==> config.mk <==
export PLATFORM = sky130hd
export DESIGN_NAME = frame_dumper
export DESIGN_NICKNAME = d
export VERILOG_FILES = /design/src/rtl/frame_dumper_pkg.sv /design/src/rtl/frame_dumper_tick_sync.sv /design/src/rtl/frame_dumper.sv
export SDC_FILE = /design/constraint.sdc
export NUM_CORES = 1
export LEC_CHECK = 0
export CORE_UTILIZATION = 54
export CTS_CLUSTER_DIAMETER = 80
export DETAILED_ROUTE_END_ITERATION = 8
export GPL_ROUTABILITY_DRIVEN = 0
export PLACE_DENSITY = 0.91
export SETUP_SLACK_MARGIN = 0.15
export SLEW_MARGIN = 40
export SYNTH_ARGS = -nofsm -noshare
export SYNTH_HDL_FRONTEND = slang
export SYNTH_SLANG_ARGS = --single-unit
==> constraint.sdc <==
create_clock -name clk -period 3 [get_ports clk]
set_input_delay 0.75 -clock clk [delete_from_list [all_inputs] [get_ports clk]]
set_output_delay 0.75 -clock clk [all_outputs]
set_load 0.01 [all_outputs]
==> src/rtl/frame_dumper_pkg.sv <==
// Shared constants for the frame dumper: default frame geometry, pixel width
// and the capture FSM state encoding.
package frame_dumper_pkg;

  localparam int DEF_PX_WIDTH  = 640;
  localparam int DEF_PX_HEIGHT = 480;
  localparam int DEF_PIX_BITS  = 3;

  typedef enum logic [1:0] {
    ST_IDLE  = 2'd0,
    ST_FETCH = 2'd1,
    ST_WAIT  = 2'd2,
    ST_HOLD  = 2'd3
  } state_t;

  // Counter width that stays legal (>= 1 bit) for a dimension of 1.
  function automatic int clog2_min1(input int n);
    return (n > 1) ? $clog2(n) : 1;
  endfunction

endpackage

==> src/rtl/frame_dumper_tick_sync.sv <==
// Two-flop synchroniser for the render clock level plus a falling-edge
// detector; o_tick is a one-clk pulse.
module tick_sync (
  input  logic clk,
  input  logic clr,
  input  logic i_level,
  output logic o_tick
);

  logic r_s1;
  logic r_s2;
  logic r_s3;

  always_ff @(posedge clk or posedge clr) begin
    if (clr) begin
      r_s1 <= 1'b0;
      r_s2 <= 1'b0;
      r_s3 <= 1'b0;
    end else begin
      r_s1 <= i_level;
      r_s2 <= r_s1;
      r_s3 <= r_s2;
    end
  end

  // Consumed at the third clk edge after the raw falling edge.
  assign o_tick = r_s3 & ~r_s2;

endmodule

==> src/rtl/frame_dumper.sv <==
// Captures one framebuffer image per accepted render tick and streams it out
// pixel by pixel over a valid/ready interface with frame markers.
//
// state | meaning
// IDLE  | waiting for a tick; counts down skipped frames
// FETCH | rd_addr presented to the framebuffer
// WAIT  | read data returning; loaded into the output register
// HOLD  | pixel offered downstream until accepted
module frame_dumper
  import frame_dumper_pkg::*;
#(
  parameter int PX_WIDTH  = DEF_PX_WIDTH,
  parameter int PX_HEIGHT = DEF_PX_HEIGHT,
  parameter int PIX_BITS  = DEF_PIX_BITS,
  parameter int ADDR_W    = 19,
  parameter int SKIP_W    = 4
) (
  input  logic                clk,
  input  logic                clr,
  input  logic                frame_tick,
  input  logic                enable,
  input  logic [SKIP_W-1:0]   skip_n,
  output logic [ADDR_W-1:0]   rd_addr,
  input  logic [PIX_BITS-1:0] rd_data,
  output logic                out_valid,
  input  logic                out_ready,
  output logic [PIX_BITS-1:0] out_data,
  output logic                out_sof,
  output logic                out_last,
  output logic                busy,
  output logic [15:0]         frame_cnt,
  output logic [7:0]          overrun_cnt
);

  localparam int X_W = clog2_min1(PX_WIDTH);
  localparam int Y_W = clog2_min1(PX_HEIGHT);
  localparam logic [X_W-1:0] X_LAST = X_W'(PX_WIDTH - 1);
  localparam logic [Y_W-1:0] Y_LAST = Y_W'(PX_HEIGHT - 1);

  state_t r_state;
  state_t w_next;

  logic                w_tick;
  logic                w_start;
  logic                w_beat;
  logic                w_x_end;
  logic                w_y_end;
  logic [X_W-1:0]      r_x;
  logic [Y_W-1:0]      r_y;
  logic [ADDR_W-1:0]   r_addr;
  logic [SKIP_W-1:0]   r_skip;
  logic                r_valid;
  logic                r_sof;
  logic                r_last;
  logic [PIX_BITS-1:0] r_data;
  logic [15:0]         r_frame_cnt;
  logic [7:0]          r_overrun;

  tick_sync u_tick_sync (
    .clk     (clk),
    .clr     (clr),
    .i_level (frame_tick),
    .o_tick  (w_tick)
  );

  assign w_x_end = (r_x == X_LAST);
  assign w_y_end = (r_y == Y_LAST);
  assign w_start = (r_state == ST_IDLE) && w_tick && enable && (r_skip == '0);
  assign w_beat  = (r_state == ST_HOLD) && r_valid && out_ready;

  always_ff @(posedge clk or posedge clr) begin
    if (clr) r_state <= ST_IDLE;
    else     r_state <= w_next;
  end

  always_comb begin
    w_next = r_state;
    case (r_state)
      ST_IDLE:  if (w_start) w_next = ST_FETCH;
      ST_FETCH: w_next = ST_WAIT;
      ST_WAIT:  w_next = ST_HOLD;
      ST_HOLD:  if (w_beat) w_next = (w_x_end && w_y_end) ? ST_IDLE : ST_FETCH;
      default:  w_next = ST_IDLE;
    endcase
  end

  always_ff @(posedge clk or posedge clr) begin
    if (clr) begin
      r_x         <= '0;
      r_y         <= '0;
      r_addr      <= '0;
      r_skip      <= '0;
      r_valid     <= 1'b0;
      r_sof       <= 1'b0;
      r_last      <= 1'b0;
      r_data      <= '0;
      r_frame_cnt <= '0;
      r_overrun   <= '0;
    end else begin
      case (r_state)
        ST_IDLE: begin
          if (w_tick && enable) begin
            if (r_skip == '0) begin
              r_skip <= skip_n;
              r_x    <= '0;
              r_y    <= '0;
              r_addr <= '0;
            end else begin
              r_skip <= r_skip - 1'b1;
            end
          end
        end
        ST_WAIT: begin
          r_data  <= rd_data;
          r_valid <= 1'b1;
          r_sof   <= (r_x == '0) && (r_y == '0);
          r_last  <= w_x_end && w_y_end;
        end
        ST_HOLD: begin
          if (w_beat) begin
            r_valid <= 1'b0;
            r_sof   <= 1'b0;
            r_last  <= 1'b0;
            if (w_x_end) begin
              r_x <= '0;
              r_y <= w_y_end ? '0 : r_y + 1'b1;
            end else begin
              r_x <= r_x + 1'b1;
            end
            // Running address replaces the y*PX_WIDTH+x product.
            if (w_x_end && w_y_end) begin
              r_addr      <= '0;
              r_frame_cnt <= r_frame_cnt + 16'd1;
            end else begin
              r_addr <= r_addr + 1'b1;
            end
          end
        end
        default: ;
      endcase

      if (w_tick && (r_state != ST_IDLE) && (r_overrun != 8'hFF))
        r_overrun <= r_overrun + 8'd1;
    end
  end

  assign rd_addr     = r_addr;
  assign out_valid   = r_valid;
  assign out_data    = r_data;
  assign out_sof     = r_sof;
  assign out_last    = r_last;
  assign busy        = (r_state != ST_IDLE);
  assign frame_cnt   = r_frame_cnt;
  assign overrun_cnt = r_overrun;

endmodule
==> key figures <==
Status
  – Outcome: completed

STA
  – Period utilization: ~86%
  – Final Skew: 0.0113 ns
  – Crit path time final: 2.57 ns
  – Total negative slack: 0 ns
  – Max_slew headroom: between 40% and 50%
  – Final worst setup slack: ~0.43 ns
  – RSZ-0062 raised after global routing: no
  – Setup violators final: 0
  – Final hold viol count: 0
  – Slew Viols, Final: 0
  – Slew @ Worst Pin: around 0.75 ns
  – Fmax achieved: 389 MHz

Layout
  – # diodes: 0
  – Final core utilization: 69.5%
  – Layout cells sized above 1: under 10%
  – Area Growth Syn to Fin: 25.2%
  – Final Cell Area: roughly 5000 µm²
  – Nets: 496
  – Fillers: 547

Worst setup path
  – Critical path depth: 4
  – Worst Path Required: around 2.3 ns
  – Cell chain of the critical path: inv_1 -> ha_1 -> inv_1 -> clkdlybuf4s50_1
  – Crit-path leading delay family: buffers and inverters
  – Critical path buffers and inverters: 3
  – Worst setup path class: reg2out
  – CP startpoint kind: register
  – Reg2reg path depth: 7
  – Critical path's most frequent cell: inv_1
  – CP endpoint kind: output pin
  – Critical path arrival: roughly 1.8 ns
  – Slowest stage delay, CP: 0.48 ns
  – Crit-path slowest cell: clkdlybuf4s50_1
  – Worst-path fanout max: 5

Synthesis
  – Number of synthesized register bits: 77
  – Ys Warns: 0
  – Syn avg cell area: 9.99 µm²
  – Synth area leader: dfrtp_1
  – Synthesized cell area: between 4000 and 5000 µm²
  – Post-synth top area share: approximately 48%
  – EDFF count, synth: 0
  – Main flop type after synthesis: dfrtp_1
  – Library cells used by synthesis: 55
  – Register area share after synthesis: approximately half
  – Largest cells by area after synthesis: dfrtp_1 (48%), ha_1 (3.7%), nand3_1 (3.7%), xor2_1 (3.7%), nand2_1 (3.4%)
  – Net count after synthesis: around 430
  – Syn Inst Count: about 400
  – Async SR Flop Fraction: 100%

CTS
  – Worst-path clk slew: 0.07 ns
  – Hold Buf Count CTS: 0
  – Clock buffer count from CTS: 9
  – Longest Clk Path Bufs: 2
  – H-tree depth: 3
  – # Post-CTS Setup Buffers: 0
  – Root Driver: clkbuf_8
  – Post-CTS sizing: 0
  – CTS tree: yes
  – Sink Count: 77
  – Later-pin clock latency in the skew report: ~0.36 ns

Placement
  – Post-DP HPWL: just over 6000 µm
  – Post-place setup slack: approximately 0.17 ns
  – Post-Place Cell Area: 4770 µm²
  – I/O Buffers: 61

Floorplanning
  – Site Rows: 31
  – DIE HEIGHT: 88.1 µm
  – Initial Utilization: 55.5%
  – Core ar.: about 7200 µm²
  – Die area: slightly below 8000 µm²
  – IO Count: 62
  – Width of the die: 88.1 µm

Global route
  – Initial antenna violation count: 0
  – Vias in the first global route: between 3000 and 4000
  – Total grt overflow: 0
  – Largest net degree at the start of global routing: 78
  – Overall global routing resource usage: between 20% and 30%
  – Global-route wire length before repair: 14300 µm

Drt
  – Via density: 5.87
  – Post-route DRC: 0
  – WL final: between 8000 and 9000 µm
  – Post-route ant nets: 0
  – Wire length per cell: about 15 µm
  – Via Count: roughly 3400
  – Detailed Route Iter0 Violations: about 200
  – Iteration count of the initial detailed-routing pass: 4

Worst hold path
  – Hold Crit Class: reg2reg
  – Hold Crit Depth: 0

Job
  – Max Cap Viol: 0

Pwr
  – Worst vdd ir: between 0.4 and 0.5 mV
  – Pwr/cell area: between 700 and 800 nW/µm²
  – P_leak: about 2.2 nW
  – Power Total: between 3 and 4 mW
[synthesized netlist by cell type (all sizes together) (3+ instances only)]
cell type	number
nand2	37
xnor2	15
inv	17
ha	12
nand3	32
nor3	5
dfrtp	77
o31ai	15
and3	12
mux2	6
nor2b	4
a21oi	9
o41ai	5
or4	4
nand4	16
xor2	17
clkbuf	5
o21ai	28
a31oi	4
nor4	7
buf	5
nand2b	4
nor2	32
or3	4
and4	3
[layout make-up]
type,instances,area (µm²),share of cell area [%]
clock buffers,11,151,3.02
clock inverters,4,95.1,1.90
inverters,17,63.8,1.27
multi-input cells,297,1960,39.1
flip-flops and latches,77,1930,38.4
well taps,99,124,2.47
repair buffers,70,691,13.8
[worst reg2reg max path, stage by stage (launching register included)]
cell and delay, ns:
dfrtp_1 0.42, inv_1 0.12, ha_1 0.36, nand4b_4 0.24
o22ai_4 0.41, nand3_4 0.16, or4_1 0.52, a21oi_1 0.17
[flip-flops by register name, summed over array words and instances, names as in the netlist]
signal            flops
out_valid             1
overrun_cnt           8
r_x                  10
u_tick_sync.r_s3      1
out_data              3
frame_cnt            16
u_tick_sync.r_s2      1
rd_addr              19
u_tick_sync.r_s1      1
r_y                   9
r_skip                4
out_sof               1
r_state               2
out_last              1
[final timing paths]
| check | start | slack [ns] | end |
|---|---|---|---|
| setup / recovery | r_state[0]$_DFFE_PP0P_ | 0.43 | busy |
| hold / removal | u_tick_sync.r_s1$_DFF_PP0_ | 0.35 | u_tick_sync.r_s2$_DFF_PP0_ |
| setup reg to reg | r_state[0]$_DFFE_PP0P_ | 0.52 | rd_addr[18]$_DFFE_PP0P_ |
| hold reg to reg | u_tick_sync.r_s1$_DFF_PP0_ | 0.35 | u_tick_sync.r_s2$_DFF_PP0_ |
| max in group asynchronous | clr | 1.88 | frame_cnt[6]$_DFFE_PP0P_ |
| min in group asynchronous | clr | 0.80 | overrun_cnt[1]$_DFFE_PP0P_ |
[cell families after synthesis]
| logic type | count (synthesis) | synth area share [%] |
|---|---|---|
| adders and majority gates | 12 | 3.75 |
| xor gates and xnor gates | 32 | 7.00 |
| and+or+nand+nor | 172 | 23.8 |
| buffers and inverters | 27 | 2.91 |
| DFF | 77 | 48.1 |
| AOI/OAI and AO/OA | 73 | 12.2 |
| muxes | 8 | 2.19 |
[metrics by stage]
step	hold WS (ns)	instances
detailed placement	0.336	560
global placement	0.333	560
CTS	0.353	575
floorplan	0.331	401
global route	0.365	575
finish	0.351	575
[cells in the final DEF, fill, tap and decap left out, drive strengths merged, types with 2 or more instances in the layout]
master	n
or3	4
buf	9
or3b	2
nor3b	2
nand2	37
mux2	6
nand3	32
clkdlybuf4s50	61
clkbuf	11
ha	12
bufinv	3
xor2	17
nor4	7
nand2b	4
o41ai	5
and2	2
a211oi	2
nor2	32
a21o	2
nand4b	2
a21oi	9
inv	17
or2	2
dfrtp	77
xnor2	15
o31ai	15
and3	12
a22o	2
nor2b	4
mux2i	2
and4	3
or4	4
nand4	16
nor3	5
o21ai	28
a31oi	4
[per-layer routing]
| metal | wire length [µm] | track usage [%] |
|---|---|---|
| met1 | 3740 | 30.0 |
| met2 | 4420 | 38.5 |
| met3 | 563 | 7.26 |
| met4 | 136 | 10.1 |
| met5 | 0 | 0 |
[report_power, final]
group / switching (mW) / internal [mW]
sequential: 0.262 / 1.24
combinational: 0.692 / 0.598
clock: 0.370 / 0.592
total: 1.32 / 2.43
(Power assumes the default switching activity.)
